`src/rtl/decode_stage_pkg.sv`:
```
// Shared constants for the decode stage: opcodes, bank encodings and
// instruction field positions.
package decode_stage_pkg;

    // Opcode map (inst[31:27])
    localparam logic [4:0] OP_NOP  = 5'd0;
    localparam logic [4:0] OP_ADD  = 5'd1;
    localparam logic [4:0] OP_SUB  = 5'd2;
    localparam logic [4:0] OP_MPY  = 5'd3;
    localparam logic [4:0] OP_AND  = 5'd4;
    localparam logic [4:0] OP_OR   = 5'd5;
    localparam logic [4:0] OP_XOR  = 5'd6;
    localparam logic [4:0] OP_SHL  = 5'd7;
    localparam logic [4:0] OP_SRL  = 5'd8;
    localparam logic [4:0] OP_SRA  = 5'd9;
    localparam logic [4:0] OP_CMP  = 5'd10;
    localparam logic [4:0] OP_MOV  = 5'd11;
    localparam logic [4:0] OP_BR   = 5'd12;
    localparam logic [4:0] OP_CALL = 5'd13;
    localparam logic [4:0] OP_RET  = 5'd14;
    localparam logic [4:0] OP_HALT = 5'd15;

    // Register bank encodings
    localparam logic S_REGS = 1'b0;
    localparam logic P_REGS = 1'b1;
    localparam int   P_NUM  = 8;

    // Link register index
    localparam int R31 = 31;

    // Instruction field bit positions
    localparam int OPC_HI  = 31;
    localparam int OPC_LO  = 27;
    localparam int IMM_BIT = 26;
    localparam int SX_BIT  = 25;
    localparam int ZA_HI   = 20;
    localparam int ZA_LO   = 16;
    localparam int NEG_BIT = 19;
    localparam int PA_HI   = 18;
    localparam int PA_LO   = 16;
    localparam int AD_HI   = 15;
    localparam int AD_LO   = 0;
    localparam int CC_HI   = 12;
    localparam int CC_LO   = 10;
    localparam int AA_HI   = 9;
    localparam int AA_LO   = 5;
    localparam int BA_HI   = 4;
    localparam int BA_LO   = 0;

    // True for the ALU opcode group (the ops that may carry a small immediate)
    function automatic logic is_alu_op(input logic [4:0] op);
        logic res;
        case (op)
            OP_ADD, OP_SUB, OP_MPY, OP_AND, OP_OR,
            OP_XOR, OP_SHL, OP_SRL, OP_SRA, OP_CMP: res = 1'b1;
            default:                                 res = 1'b0;
        endcase
        return res;
    endfunction

endpackage

```
`src/rtl/decode_stage_inst_fifo.sv`:
```
// Synchronous instruction FIFO with occupancy count and synchronous clear.
// The head entry is presented combinationally on rdata_o.
module inst_fifo #(
    parameter int DEPTH = 4,
    parameter int WIDTH = 32
) (
    input  logic                     clk,
    input  logic                     rst_n,
    input  logic                     clear_i,
    input  logic                     push_i,
    input  logic [WIDTH-1:0]         wdata_i,
    input  logic                     pop_i,
    output logic [WIDTH-1:0]         rdata_o,
    output logic                     full_o,
    output logic                     empty_o,
    output logic [$clog2(DEPTH):0]   count_o
);
    localparam int PTR_W = $clog2(DEPTH);
    localparam int CNT_W = PTR_W + 1;

    logic [WIDTH-1:0] mem_q [DEPTH];
    logic [PTR_W-1:0] wr_ptr_q, wr_ptr_d;
    logic [PTR_W-1:0] rd_ptr_q, rd_ptr_d;
    logic [CNT_W-1:0] count_q, count_d;
    logic             do_push, do_pop;

    assign full_o  = (count_q == CNT_W'(DEPTH));
    assign empty_o = (count_q == {CNT_W{1'b0}});
    assign count_o = count_q;
    assign rdata_o = mem_q[rd_ptr_q];

    assign do_push = push_i & !full_o & !clear_i;
    assign do_pop  = pop_i & !empty_o & !clear_i;

    // Next-state pointers and count; clear empties the queue, pointers wrap naturally
    always_comb begin
        wr_ptr_d = wr_ptr_q;
        rd_ptr_d = rd_ptr_q;
        count_d  = count_q;
        if (clear_i) begin
            wr_ptr_d = {PTR_W{1'b0}};
            rd_ptr_d = {PTR_W{1'b0}};
            count_d  = {CNT_W{1'b0}};
        end else begin
            wr_ptr_d = do_push ? wr_ptr_q + PTR_W'(1) : wr_ptr_q;
            rd_ptr_d = do_pop  ? rd_ptr_q + PTR_W'(1) : rd_ptr_q;
            case ({do_push, do_pop})
                2'b10:   count_d = count_q + CNT_W'(1);
                2'b01:   count_d = count_q - CNT_W'(1);
                default: count_d = count_q;
            endcase
        end
    end

    // Pointer and count state
    always_ff @(posedge clk or negedge rst_n) begin
        if (!rst_n) begin
            wr_ptr_q <= {PTR_W{1'b0}};
            rd_ptr_q <= {PTR_W{1'b0}};
            count_q  <= {CNT_W{1'b0}};
        end else begin
            wr_ptr_q <= wr_ptr_d;
            rd_ptr_q <= rd_ptr_d;
            count_q  <= count_d;
        end
    end

    // Storage array; contents are only meaningful below the count
    always_ff @(posedge clk) begin
        if (do_push) begin
            mem_q[wr_ptr_q] <= wdata_i;
        end
    end

endmodule

```
`src/rtl/decode_stage.sv`:
```
// Registered, back-pressured decode stage: queue -> combinational decode of
// the head -> output bundle register, gated by a register scoreboard.
module decode_stage
    import decode_stage_pkg::*;
#(
    parameter int DATA_W  = 32,
    parameter int REG_SEL = 5,
    parameter int DEPTH   = 4
) (
    input  logic                 clk,
    input  logic                 rst_n,
    input  logic                 flush,
    input  logic                 in_valid,
    output logic                 in_ready,
    input  logic [31:0]          in_inst,
    output logic                 out_valid,
    input  logic                 out_ready,
    output logic [4:0]           out_opcode,
    output logic [2:0]           out_cc,
    output logic                 out_is_branch,
    output logic                 out_is_neg_branch,
    output logic                 out_is_call,
    output logic                 out_is_ret,
    output logic                 out_is_halt,
    output logic                 out_a_bank,
    output logic                 out_a_from_rf,
    output logic [REG_SEL-1:0]   out_a_addr,
    output logic [DATA_W-1:0]    out_a_data,
    output logic                 out_b_bank,
    output logic                 out_b_from_rf,
    output logic [REG_SEL-1:0]   out_b_addr,
    output logic [DATA_W-1:0]    out_b_data,
    output logic                 out_z_bank,
    output logic [REG_SEL-1:0]   out_z_addr,
    output logic                 out_z_we,
    input  logic                 wb_valid,
    input  logic                 wb_bank,
    input  logic [REG_SEL-1:0]   wb_addr,
    output logic                 halted,
    output logic [$clog2(DEPTH):0] occupancy
);
    localparam int S_NUM = 2 ** REG_SEL;

    // Queue interface
    logic [31:0] head_inst;
    logic        fifo_full, fifo_empty;
    logic        push, issue, accept, hazard;

    // Decoded head bundle
    logic [4:0]         op;
    logic               d_alu, d_mov, d_br, d_call, d_ret, d_halt, d_cmp;
    logic               d_small, d_large;
    logic [2:0]         d_cc;
    logic               d_neg_branch;
    logic               d_a_bank, d_a_from_rf, d_b_from_rf, d_z_bank, d_z_we;
    logic [REG_SEL-1:0] d_a_addr, d_b_addr, d_z_addr;
    logic [DATA_W-1:0]  d_a_data, d_b_data;
    logic               unused_inst_bits;

    // Output bundle register
    logic               out_valid_q;
    logic [4:0]         out_opcode_q;
    logic [2:0]         out_cc_q;
    logic               out_is_branch_q, out_is_neg_branch_q, out_is_call_q;
    logic               out_is_ret_q, out_is_halt_q;
    logic               out_a_bank_q, out_a_from_rf_q, out_b_from_rf_q;
    logic               out_z_bank_q, out_z_we_q;
    logic [REG_SEL-1:0] out_a_addr_q, out_b_addr_q, out_z_addr_q;
    logic [DATA_W-1:0]  out_a_data_q, out_b_data_q;

    // Scoreboard and halt state
    logic [S_NUM-1:0] sb_s_q, sb_s_d;
    logic [P_NUM-1:0] sb_p_q, sb_p_d;
    logic             halted_q;

    // Scoreboard bit for a bank/address pair
    function automatic logic sb_hit(input logic bank, input logic [REG_SEL-1:0] addr,
                                    input logic [S_NUM-1:0] s_bits, input logic [P_NUM-1:0] p_bits);
        logic res;
        if (bank == P_REGS) res = p_bits[addr[2:0]];
        else                res = s_bits[addr];
        return res;
    endfunction

    // Same architectural register (predicate bank uses only 3 index bits)
    function automatic logic same_reg(input logic bank_x, input logic [REG_SEL-1:0] addr_x,
                                      input logic bank_y, input logic [REG_SEL-1:0] addr_y);
        logic res;
        if (bank_x != bank_y)      res = 1'b0;
        else if (bank_x == P_REGS) res = (addr_x[2:0] == addr_y[2:0]);
        else                       res = (addr_x == addr_y);
        return res;
    endfunction

    inst_fifo #(.DEPTH(DEPTH), .WIDTH(32)) u_fifo (
        .clk     (clk),
        .rst_n   (rst_n),
        .clear_i (flush),
        .push_i  (push),
        .wdata_i (in_inst),
        .pop_i   (issue),
        .rdata_o (head_inst),
        .full_o  (fifo_full),
        .empty_o (fifo_empty),
        .count_o (occupancy)
    );

    assign in_ready = !fifo_full & !flush & !halted_q;
    assign push     = in_valid & in_ready;
    assign accept   = out_valid_q & out_ready;
    assign unused_inst_bits = ^head_inst[24:21];

    // Combinational decode of the queue head
    always_comb begin
        op      = head_inst[OPC_HI:OPC_LO];
        d_alu   = is_alu_op(op);
        d_mov   = (op == OP_MOV);
        d_br    = (op == OP_BR);
        d_call  = (op == OP_CALL);
        d_ret   = (op == OP_RET);
        d_halt  = (op == OP_HALT);
        d_cmp   = (op == OP_CMP);
        d_small = d_alu & head_inst[IMM_BIT];
        d_large = d_mov | d_br | d_call;

        d_cc         = d_cmp ? head_inst[CC_HI:CC_LO] : 3'd0;
        d_neg_branch = d_br & head_inst[NEG_BIT];

        d_a_bank = d_br  ? P_REGS : S_REGS;
        d_z_bank = d_cmp ? P_REGS : S_REGS;

        if (d_br)        d_a_addr = REG_SEL'(head_inst[PA_HI:PA_LO]);
        else if (d_ret)  d_a_addr = REG_SEL'(R31);
        else if (d_mov)  d_a_addr = {REG_SEL{1'b0}};
        else             d_a_addr = REG_SEL'(head_inst[AA_HI:AA_LO]);

        d_b_addr = d_large ? {REG_SEL{1'b0}} : REG_SEL'(head_inst[BA_HI:BA_LO]);
        d_z_addr = d_call  ? REG_SEL'(R31)   : REG_SEL'(head_inst[ZA_HI:ZA_LO]);

        d_a_data = {{(DATA_W-16){head_inst[AD_HI]}}, head_inst[AD_HI:AD_LO]};
        if (!d_small)                d_b_data = {DATA_W{1'b0}};
        else if (head_inst[SX_BIT])  d_b_data = {{(DATA_W-5){head_inst[BA_HI]}}, head_inst[BA_HI:BA_LO]};
        else                         d_b_data = {{(DATA_W-5){1'b0}}, head_inst[BA_HI:BA_LO]};

        d_a_from_rf = !d_mov;
        d_b_from_rf = !d_small & !d_large;
        d_z_we      = d_alu | d_mov | d_call;
    end

    // Hazard: retired-pending scoreboard bits plus the write held in the
    // output register, which is not yet in the scoreboard
    always_comb begin
        hazard = 1'b0;
        if (d_a_from_rf && (sb_hit(d_a_bank, d_a_addr, sb_s_q, sb_p_q) ||
            (out_valid_q && out_z_we_q && same_reg(d_a_bank, d_a_addr, out_z_bank_q, out_z_addr_q))))
            hazard = 1'b1;
        else if (d_b_from_rf && (sb_hit(S_REGS, d_b_addr, sb_s_q, sb_p_q) ||
            (out_valid_q && out_z_we_q && same_reg(S_REGS, d_b_addr, out_z_bank_q, out_z_addr_q))))
            hazard = 1'b1;
        else if (d_z_we && (sb_hit(d_z_bank, d_z_addr, sb_s_q, sb_p_q) ||
            (out_valid_q && out_z_we_q && same_reg(d_z_bank, d_z_addr, out_z_bank_q, out_z_addr_q))))
            hazard = 1'b1;
        else
            hazard = 1'b0;
    end

    // Issue when the output slot frees up; nothing follows a HALT sitting in the slot
    assign issue = !fifo_empty & (!out_valid_q | out_ready) & !hazard & !halted_q &
                   !flush & !(out_valid_q & out_is_halt_q);

    // Scoreboard next state: accepted writes set, writebacks clear, set wins
    always_comb begin
        sb_s_d = sb_s_q;
        sb_p_d = sb_p_q;
        for (int i = 0; i < S_NUM; i++) begin
            sb_s_d[i] = (accept && out_z_we_q && out_z_bank_q == S_REGS && out_z_addr_q == REG_SEL'(i)) ||
                        (sb_s_q[i] && !(wb_valid && wb_bank == S_REGS && wb_addr == REG_SEL'(i)));
        end
        for (int i = 0; i < P_NUM; i++) begin
            sb_p_d[i] = (accept && out_z_we_q && out_z_bank_q == P_REGS && out_z_addr_q[2:0] == 3'(i)) ||
                        (sb_p_q[i] && !(wb_valid && wb_bank == P_REGS && wb_addr[2:0] == 3'(i)));
        end
    end

    // Scoreboard state; survives flush, cleared only by reset
    always_ff @(posedge clk or negedge rst_n) begin
        if (!rst_n) begin
            sb_s_q <= {S_NUM{1'b0}};
            sb_p_q <= {P_NUM{1'b0}};
        end else begin
            sb_s_q <= sb_s_d;
            sb_p_q <= sb_p_d;
        end
    end

    // Output valid: flush drops the bundle, issue fills it, consumption empties it
    always_ff @(posedge clk or negedge rst_n) begin
        if (!rst_n)         out_valid_q <= 1'b0;
        else if (flush)     out_valid_q <= 1'b0;
        else if (issue)     out_valid_q <= 1'b1;
        else if (out_ready) out_valid_q <= 1'b0;
    end

    // Output bundle fields load only on issue, so they hold under back-pressure
    always_ff @(posedge clk or negedge rst_n) begin
        if (!rst_n) begin
            out_opcode_q        <= 5'd0;
            out_cc_q            <= 3'd0;
            out_is_branch_q     <= 1'b0;
            out_is_neg_branch_q <= 1'b0;
            out_is_call_q       <= 1'b0;
            out_is_ret_q        <= 1'b0;
            out_is_halt_q       <= 1'b0;
            out_a_bank_q        <= 1'b0;
            out_a_from_rf_q     <= 1'b0;
            out_a_addr_q        <= {REG_SEL{1'b0}};
            out_a_data_q        <= {DATA_W{1'b0}};
            out_b_from_rf_q     <= 1'b0;
            out_b_addr_q        <= {REG_SEL{1'b0}};
            out_b_data_q        <= {DATA_W{1'b0}};
            out_z_bank_q        <= 1'b0;
            out_z_addr_q        <= {REG_SEL{1'b0}};
            out_z_we_q          <= 1'b0;
        end else if (issue) begin
            out_opcode_q        <= op;
            out_cc_q            <= d_cc;
            out_is_branch_q     <= d_br;
            out_is_neg_branch_q <= d_neg_branch;
            out_is_call_q       <= d_call;
            out_is_ret_q        <= d_ret;
            out_is_halt_q       <= d_halt;
            out_a_bank_q        <= d_a_bank;
            out_a_from_rf_q     <= d_a_from_rf;
            out_a_addr_q        <= d_a_addr;
            out_a_data_q        <= d_a_data;
            out_b_from_rf_q     <= d_b_from_rf;
            out_b_addr_q        <= d_b_addr;
            out_b_data_q        <= d_b_data;
            out_z_bank_q        <= d_z_bank;
            out_z_addr_q        <= d_z_addr;
            out_z_we_q          <= d_z_we;
        end
    end

    // Sticky halt once execute takes a HALT bundle
    always_ff @(posedge clk or negedge rst_n) begin
        if (!rst_n)                      halted_q <= 1'b0;
        else if (accept && out_is_halt_q) halted_q <= 1'b1;
    end

    assign out_valid         = out_valid_q;
    assign out_opcode        = out_opcode_q;
    assign out_cc            = out_cc_q;
    assign out_is_branch     = out_is_branch_q;
    assign out_is_neg_branch = out_is_neg_branch_q;
    assign out_is_call       = out_is_call_q;
    assign out_is_ret        = out_is_ret_q;
    assign out_is_halt       = out_is_halt_q;
    assign out_a_bank        = out_a_bank_q;
    assign out_a_from_rf     = out_a_from_rf_q;
    assign out_a_addr        = out_a_addr_q;
    assign out_a_data        = out_a_data_q;
    assign out_b_bank        = S_REGS;
    assign out_b_from_rf     = out_b_from_rf_q;
    assign out_b_addr        = out_b_addr_q;
    assign out_b_data        = out_b_data_q;
    assign out_z_bank        = out_z_bank_q;
    assign out_z_addr        = out_z_addr_q;
    assign out_z_we          = out_z_we_q;
    assign halted            = halted_q;

endmodule

```
`config.mk`:
```
export PLATFORM = sky130hd
export DESIGN_NAME = decode_stage
export DESIGN_NICKNAME = d
export VERILOG_FILES = /design/src/rtl/decode_stage_pkg.sv /design/src/rtl/decode_stage_inst_fifo.sv /design/src/rtl/decode_stage.sv
export SDC_FILE = /design/constraint.sdc
export NUM_CORES = 1
export LEC_CHECK = 0
export CAP_MARGIN = 15
export CORE_ASPECT_RATIO = 0.7
export CORE_MARGIN = 5
export CORE_UTILIZATION = 45
export DETAILED_ROUTE_END_ITERATION = 10
export PLACE_DENSITY_LB_ADDON = 0.12
export SLEW_MARGIN = 20
export SYNTH_ARGS = -nofsm -noshare
export SYNTH_HDL_FRONTEND = slang
export SYNTH_SLANG_ARGS = --single-unit
```
`constraint.sdc`:
```
create_clock -name clk -period 12.1 [get_ports clk]
set_clock_uncertainty 0.1 [all_clocks]
set_input_delay 3.025 -clock clk [delete_from_list [all_inputs] [get_ports clk]]
set_output_delay 3.025 -clock clk [all_outputs]
set_load 0.05 [all_outputs]
```
=== Word-level counts from Yosys, hierarchy flattened ===
Memory sizes are Yosys's and may differ from the RTL's.
Cells that the tools add are included.
Widths: inputs -> output; s select.

* Memories: 2
* Output and inout bits: 104
* Register bits: 130
* Bits in writable memories: 128
* Bits of input ports: 44
* Word-level logic and storage cells: 434
* Memory bits (read-only): 16

{| class="wikitable"
|+ Memory list
! memory !! words !! bits a word !! rd ports !! clocked after memory_dff !! wr ports !! line !! text
|-
| u_fifo.mem_q || 4 || 32 || 1 || 0 || 1 || decode_stage_inst_fifo.sv:21 || <nowiki>logic [WIDTH-1:0] mem_q [DEPTH];</nowiki>
|-
| (name not given) || 16 || 1 || 1 || 0 || 0 || decode_stage_pkg.sv:53 || <nowiki>case (op)</nowiki>
|}

* Bitwise operators: 24
* $add $sub $neg: 4
* Reductions and logical operators: 235
* $lt $le $gt $ge: 5
* Eq/ne operators: 92
* Muxes and demuxes: 48

{| class="wikitable"
|+ Operators with widths
! cell !! number
|-
| $eq 5x5->1 const B || 32
|-
| $logic_and 1x1->1 || 133
|-
| $eq 5x4->1 const B || 22
|-
| $mux 32 || 2
|-
| $logic_not 1->1 || 50
|-
| $logic_or 1x1->1 || 43
|-
| $eq 5x3->1 const B || 8
|-
| $mux 1 || 29
|-
| $eq 3x3->1 const B || 9
|-
| $mux 5 || 5
|-
| $eq 5x2->1 const B || 4
|-
| $lt 5x6->1 const B || 3
|-
| $and 1x1->1 || 17
|-
| $bmux 1 s5 || 3
|-
| $eq 5x5->1 || 3
|-
| $eq 3x2->1 const B || 4
|-
| $eq 5x1->1 const B || 2
|-
| $logic_not 5->1 || 2
|-
| $logic_not 3->1 || 3
|-
| $lt 3x4->1 const B || 2
|-
| $mux 2 || 4
|-
| $bmux 1 s3 || 2
|-
| $eq 3x1->1 const B || 2
|-
| $eq 3x3->1 || 2
|-
| 12 further kinds || 22
|}

=== Logic depth before layout (Yosys ltp) ===
Gate-level depths: netlist of run 1.
An unclocked memory read counts as a cell.

* Depth in word-level cells: 33
* Depth in mapped cells: 19
* Depth with buffers taken out: 15

=== By module ===
From an unflattened synthesis of run 1, not the netlist that was laid out.

* Cells, all modules: 878
* Area total of the unflattened synthesis: 11372.2 µm²

{| class="wikitable"
|+ Modules (own cells, without submodules)
! module !! cells an instance !! seq. area each (µm²) !! instances !! area an instance (µm²)
|-
| decode_stage || 643 || 2402.3 || 1 || 6149.6
|-
| inst_fifo || 235 || 4018.9 || 1 || 5222.5
|}

=== Worst setup path before layout of run 1 ===
No wires, ideal clock.

* Path type: input -> output
* Start point: input port flush
* End point: output port in_ready
* Cell stages on the path: 1
* Path slack: 4570 ps
* Data required time: 8975 ps
* Buffers on the path: 0
* Data arrival time: 4405 ps
* Cell sequence: a211oi_1

* Longest elaborated chain between the ends: 3

{| class="wikitable"
|+ Ends and longest elaborated chain
! what !! line !! text
|-
| from (decl) || decode_stage.sv:12 || <nowiki>input logic flush,</nowiki>
|-
| $logic_not 1->1 || decode_stage.sv:108 || <nowiki>assign in_ready = !fifo_full & !flush & !halted_q;</nowiki>
|-
| $and 1x1->1 (2 in a row) || decode_stage.sv:108 ||
|-
| to (decl) || decode_stage.sv:14 || <nowiki>output logic in_ready,</nowiki>
|}

No other way between the ends.

=== Worst setup path in the final report of run 1 ===
Same ends and word-level chain as after synthesis.

==> results.txt, run 1 <==
detail-routed net length per standard cell: 22.7 um
final standard cell area without fillers: 0.0125 mm2
final period utilization: 0.707
Compound-Gate Fraction of Synth Area: 0.121
CTS tree: built
total congestion overflow after global routing: 0
overall via count from detail_route: 7378
post-CTS repair timing setup buffer count: 0
die height: 137 um
overall track demand over capacity in global routing: 0.218
Mapped Nets: 896
pin count of the biggest net entering global routing: 69
most frequent CP cell: sky130_fd_sc_hd__clkdlybuf4s50_1
HPWL Detailed: 19700 um
number of global-route vias before repair: 7084
number of nets with antenna violations after routing: 0
initial cell density of the core: 0.459
end-of-flow core utilization: 0.550
number of gates given a new drive strength after cts: 0
combinational family with the most area after synthesis: multiplexers
area of the multi-input gates: 0.00393 mm2
max-slew headroom at the worst pin: 0.383
synthesized instance count: 847
number of enable-type register cells in the synthesized netlist: 112
library cell used as clock root buffer: sky130_fd_sc_hd__clkbuf_16
VDD IR max: 0.230 mV
chain of cells forming the critical path: clkdlybuf4s50_1 -> a211oi_1 -> clkdlybuf4s50_1
Worst EP arrival: 5.44 ns
first-pass GRT wire length: 43800 um
#FFs+latches synth: 215
kind of launch point of the worst setup path: input port
Met2 Routed Length: 11200 um
Worst Setup Path Type: input port to output port
outcome: finished, final reports clean
Fin Setup TNS: 0 ns
drt first pass iters: 6
# nets final: 985
area growth from synthesis to layout: 19.9%
combined area of all synthesized cells: 0.0104 mm2
Final Critical Period: 8.56 ns
area of the die: 0.0264 mm2
met3 wire length: 3220 um
insertion delay to the later sink of the worst-skew pair: 0.50 ns
final wirelength: 28700 um
fill cell count: 1946
setup violation total in the final timing report: 0
Reg clk slew, reported paths: 0.06 ns
M1 WL: 13900 um
leading register cell type out of synthesis: sky130_fd_sc_hd__edfxtp_1
delay of the slowest critical-path stage: 0.95 ns
proportion of layout cells with a drive suffix above 1: 0.116
FF+latch area: 0.00594 mm2
detailed-route vias per instance: 5.83
hold violation total from the final report: 0
Crit path required time: 8.97 ns
Slew @ Worst Pin: 0.926 ns
number of H-tree levels: 1
fraction of synthesis flops using an asynchronous set or reset pin: 0.479
unrepaired setup endpoints after global routing: false
HP Class: flop to flop
top fanout value on the critical path: 15
number of remaining DRC errors: 0
global placement routability congestion: 0.902
PD cells: 270 mW/mm2
share of the synthesized area in the top cell type: 0.322
initial antenna violation count: 2
Critical Path Sink Type: output port
total number of placement rows: 46
cell types occupying the most area after synthesis: sky130_fd_sc_hd__edfxtp_1 32%, sky130_fd_sc_hd__dfrtp_1 25%, sky130_fd_sc_hd__mux4_2 6.5%, sky130_fd_sc_hd__o21ai_0 5.6%, sky130_fd_sc_hd__buf_4 3.3%
overall die width: 192 um
post-synthesis cell type with the largest combined area: sky130_fd_sc_hd__edfxtp_1
synthesized-area fraction occupied by adder cells: 0.00671
unique cell type count in the Yosys netlist: 71
placed instance area: 0.0118 mm2
detailed router's first-iteration violation count: 835
highest signal layer in the routed design: met5
post-synthesis mux area share: 0.122
part of the Yosys area used for sequential elements: 0.569
CTS hold repair buffers: 0
area inside the core boundary: 0.0227 mm2
area share of xor/xnor cells in the synthesized design: 0.0164
clock buffer count from CTS: 22
Slowest cell on crit path: sky130_fd_sc_hd__clkdlybuf4s50_1
count of pins on the block boundary: 148
CTS Sinks: 215
simple-gate portion of the synthesized area: 0.111
static power due to leakage: 4.67 nW
most used standard cell by instance count after synthesis: sky130_fd_sc_hd__o21ai_0
syn avg cell area: 12.3 um2
number of pins exceeding their max-slew limit in the final report: 0
max_cap viols: 0
commonest cells in the synthesized netlist: 116 x sky130_fd_sc_hd__o21ai_0, 112 x sky130_fd_sc_hd__edfxtp_1, 103 x sky130_fd_sc_hd__dfrtp_1, 86 x sky130_fd_sc_hd__nand2_1, 46 x sky130_fd_sc_hd__buf_4
Yosys warning total: 0
count of port buffers added during placement: 142
Max Buffers Root-to-Sink: 3
maximum clock rate: 117 MHz
final cells by class:
type / instances / area share
clock buffer: 32 / 0.0530
tap: 312 / 0.0312
sequential: 215 / 0.475
multi-input combinational: 540 / 0.314
clock inverter: 8 / 0.00350
timing repair buffer: 153 / 0.122
antenna: 1 / 0.000200
inverter: 4 / 0.00120
flip-flops by register name, indices dropped and copies added (netlist names), 6 cells and up:
signal        flops
sb_p_q            8
u_fifo.mem_q    112
sb_s_q           32
out_a_data       16
out_b_data        6
stage by stage:
stage	instances	hold slack (ns)	total power [mW]	setup slack, ns
2_1_floorplan	847	0.391	2.27	4.57
3_3_place_gp	1223	0.360	2.70	3.62
3_5_place_dp	1223	0.372	2.71	3.63
4_1_cts	1263	0.386	3.38	3.62
5_1_grt	1264	0.414	3.53	3.40
6_report	1265	0.378	3.38	3.54
power breakdown:
group / switching, mW / internal [mW]
clock: 0.278 / 0.381
sequential: 0.141 / 0.894
combinational: 1.10 / 0.580
worst max-delay path, delay by kind of cell:
family,cells,cell delay (ns)
AOI/OAI and AO/OA,1,0.77
buffers and inverters,2,1.63
final timing paths:
| kind | start | to | slack (ns) | depth (start not counted) |
|---|---|---|---|---|
| max | flush | in_ready | 3.54 | 3 |
| min | out_b_addr[3]$_DFFE_PN0N_ | out_b_addr[3]$_DFFE_PN0N_ | 0.38 | 2 |
| max reg2reg | u_fifo.rd_ptr_q[0]$_DFFE_PN0P_ | u_fifo.count_o[2]$_DFFE_PN0P_ | 5.15 | 18 |
| min reg2reg | out_b_addr[3]$_DFFE_PN0N_ | out_b_addr[3]$_DFFE_PN0N_ | 0.38 | 2 |
| max in group asynchronous | rst_n | u_fifo.rd_ptr_q[0]$_DFFE_PN0P_ | 8.14 | 2 |
| min in group asynchronous | rst_n | sb_s_q[24]$_DFF_PN0_ | 2.39 | 1 |
placed cells by master, fill, tap and decap left out, drive strengths merged, types with 8 or more instances in the layout:
master         synthesis  final
clkdlybuf4s50          0    141
o21ai                121    121
edfxtp               112    112
dfrtp                103    103
nand2                 87     87
nor2                  34     34
a21oi                 32     32
clkbuf                22     32
mux4                  30     30
mux2                  30     30
mux2i                 20     20
nand3b                14     14
nand3                 14     14
xor2                  12     12
buf                   66     12
nor3                  11     11
nor2b                 10     10
nand2b                 8      8
and3                   8      8
per-layer routing:
metal	GRT usage	vias up
met5	0	-
met4	0.0293	2
met3	0.0780	37
met2	0.286	371
met1	0.351	3662
li1	-	3306
cells by family (layout without fill, tap and decap cells):
| family | after synthesis | in the layout |
|---|---|---|
| AND/OR/NAND/NOR | 226 | 226 |
| flip-flops | 215 | 215 |
| AO/OA/AOI/OAI | 210 | 210 |
| buffers and inverters | 92 | 197 |
| multiplexers | 80 | 80 |
| XOR/XNOR | 18 | 18 |
| adder cells (fa/ha/maj) | 5 | 5 |
| other | 1 | 2 |
Note: power is estimated with default switching activity, not from simulation.
==> inputs of run 2 (changes only) <==
clock period = 8.55 ns   (was 12.1 ns; I/O delays follow)
==> run 2 against run 1 <==
Cell area hardly changed; sequential power is 41% higher; final cell count is 0.16% lower; non-clock buffer count is 1 lower; total power is 43% higher; core utilization hardly changed; sequential share of layout area hardly changed; flip-flop and latch count stayed put; critical path depth stayed put; register-to-register slack worse by 2.3 ns; worst setup slack worse by 1.9 ns; critical endpoint unchanged; largest cell class unchanged; highest routed layer is now met4.
==> results.txt, run 2 (same netlist as run 1, synthesis figures left out) <==
outcome: finished, final reports clean
static power due to leakage: 4.67 nW
Worst EP arrival: 4.63 ns
clock buffer count from CTS: 22
global placement routability congestion: 0.904
unrepaired setup endpoints after global routing: false
detailed router's first-iteration violation count: 825
number of flip-flops under the largest register name: 112
Fin Setup TNS: 0 ns
fill cell count: 1911
final period utilization: 0.804
FF+latch area: 0.00594 mm2
post-CTS repair timing setup buffer count: 0
Final Non-Filler Cells: 1263
final standard cell area without fillers: 0.0125 mm2
detailed-route vias per instance: 5.78
proportion of layout cells with a drive suffix above 1: 0.115
HP Class: flop to flop
# nets final: 984
Largest Register: u_fifo.mem_q
chain of cells forming the critical path: clkdlybuf4s50_1 -> a211oi_1 -> clkdlybuf4s50_1
number of H-tree levels: 1
highest-count cells in the layout ignoring fill and taps: 141 x sky130_fd_sc_hd__clkdlybuf4s50_1, 116 x sky130_fd_sc_hd__o21ai_0, 112 x sky130_fd_sc_hd__edfxtp_1
end-of-flow core utilization: 0.551
area inside the core boundary: 0.0227 mm2
PD cells: 386 mW/mm2
setup violation total in the final timing report: 0
number of nets with antenna violations after routing: 0
delay of the slowest critical-path stage: 0.96 ns
number of pins exceeding their max-slew limit in the final report: 0
overall die width: 192 um
crit path buf inv count: 2
maximum clock rate: 146 MHz
number of remaining DRC errors: 0
initial cell density of the core: 0.459
die height: 137 um
Final Critical Period: 6.87 ns
insertion delay to the later sink of the worst-skew pair: 0.50 ns
library cell used as clock root buffer: sky130_fd_sc_hd__clkbuf_16
Reg clk slew, reported paths: 0.06 ns
CTS hold repair buffers: 0
VDD IR max: 0.297 mV
Slew @ Worst Pin: 0.944 ns
most common library cell in the layout ignoring fill and taps: sky130_fd_sc_hd__clkdlybuf4s50_1
overall via count from detail_route: 7305
CTS tree: built
overall track demand over capacity in global routing: 0.216
number of gates given a new drive strength after cts: 0
kind of launch point of the worst setup path: input port
total number of placement rows: 46
HPWL Detailed: 19900 um
Hold Path Depth: 2
first-pass GRT wire length: 43400 um
area of the die: 0.0264 mm2
Slowest cell on crit path: sky130_fd_sc_hd__clkdlybuf4s50_1
final wirelength: 28700 um
Placed Cells: 1223
FF-to-FF path depth: 14
Crit path required time: 6.31 ns
pin count of the biggest net entering global routing: 63
CTS Sinks: 215
placed instance area: 0.0118 mm2
Critical Path Sink Type: output port
max_cap viols: 0
Worst Setup Path Type: input port to output port
family with the most delay on the worst path: buffers and inverters
antenna cell count: 0
most frequent CP cell: sky130_fd_sc_hd__clkdlybuf4s50_1
hold violation total from the final report: 0
top fanout value on the critical path: 15
number of global-route vias before repair: 7002
logic depth of the worst path, buffers included: 3
initial antenna violation count: 0
max-slew headroom at the worst pin: 0.367
detail-routed net length per standard cell: 22.7 um
Max Buffers Root-to-Sink: 3
area growth from synthesis to layout: 20.0%
area of the multi-input gates: 0.00393 mm2
count of pins on the block boundary: 148
drt first pass iters: 6
count of port buffers added during placement: 142
total congestion overflow after global routing: 0
## run 2: changes by cell type in the layout (fill, tap and decap cells not counted)
| cell | before | now |
|---|---|---|
| sky130_fd_sc_hd__buf_16 | 1 | 0 |
| sky130_fd_sc_hd__bufinv_16 | 0 | 3 |
| sky130_fd_sc_hd__clkbuf_1 | 3 | 4 |
| sky130_fd_sc_hd__clkbuf_4 | 1 | 0 |
| sky130_fd_sc_hd__clkbuf_8 | 5 | 1 |
| sky130_fd_sc_hd__clkinv_1 | 3 | 2 |
| sky130_fd_sc_hd__clkinv_2 | 3 | 4 |
| sky130_fd_sc_hd__clkinv_4 | 1 | 0 |
| sky130_fd_sc_hd__clkinvlp_4 | 0 | 2 |
| sky130_fd_sc_hd__diode_2 | 1 | 0 |
## run 2: power breakdown
part	total (mW)	internal, mW	switching [mW]	leakage, nW
Clock	0.996	0.593	0.403	0.361
Sequential	1.47	1.26	0.201	2.37
Combinational	2.37	0.811	1.56	1.93
Total	4.83	2.67	2.17	4.67
## run 2: area by class of cell
type / instances / area share
clock buffer: 28 / 0.0483
inverter: 4 / 0.00120
clock inverter: 12 / 0.0113
multi-input combinational: 540 / 0.314
timing repair buffer: 152 / 0.119
tap: 312 / 0.0312
sequential: 215 / 0.475
## run 2: final timing paths
| check | from | endpoint | slack, ns |
|---|---|---|---|
| setup / recovery | flush | in_ready | 1.68 |
| setup reg to reg | u_fifo.rd_ptr_q[0]$_DFFE_PN0P_ | u_fifo.count_o[0]$_DFFE_PN0P_ | 2.84 |
| hold reg to reg | out_b_addr[0]$_DFFE_PN0N_ | out_b_addr[0]$_DFFE_PN0N_ | 0.38 |
| hold / removal | out_b_addr[0]$_DFFE_PN0N_ | out_b_addr[0]$_DFFE_PN0N_ | 0.38 |
| max in group asynchronous | rst_n | u_fifo.rd_ptr_q[0]$_DFFE_PN0P_ | 5.50 |
| min in group asynchronous | rst_n | out_is_branch$_DFFE_PN0N_ | 1.56 |
## run 2: per-stage QoR
step / setup WS, ns / hold WS, ns / total power [mW]
final: 1.68 / 0.379 / 4.83
after global routing: 1.55 / 0.410 / 5.04
after CTS: 1.75 / 0.383 / 4.84
after detailed placement: 1.79 / 0.369 / 3.83
after global placement: 1.85 / 0.364 / 3.82
after floorplan: 2.79 / 0.391 / 3.21
## run 2: per-layer routing
metal / wire length (um) / vias to the layer above / global-route usage
li1: - / 3312 / -
met1: 14000 / 3626 / 0.355
met2: 11400 / 331 / 0.286
met3: 2890 / 36 / 0.0656
met4: 361 / 0 / 0.0234
met5: 0 / - / 0
## run 2: worst reg2reg max path: cells and delay by family, from the launching register on
| kind | cells | cell delay [ns] |
|---|---|---|
| flops | 1 | 0.65 |
| mux | 2 | 0.97 |
| buf+inv | 2 | 0.95 |
| simple gates | 7 | 1.98 |
| xor+xnor | 1 | 0.32 |
| compound gates | 2 | 0.59 |
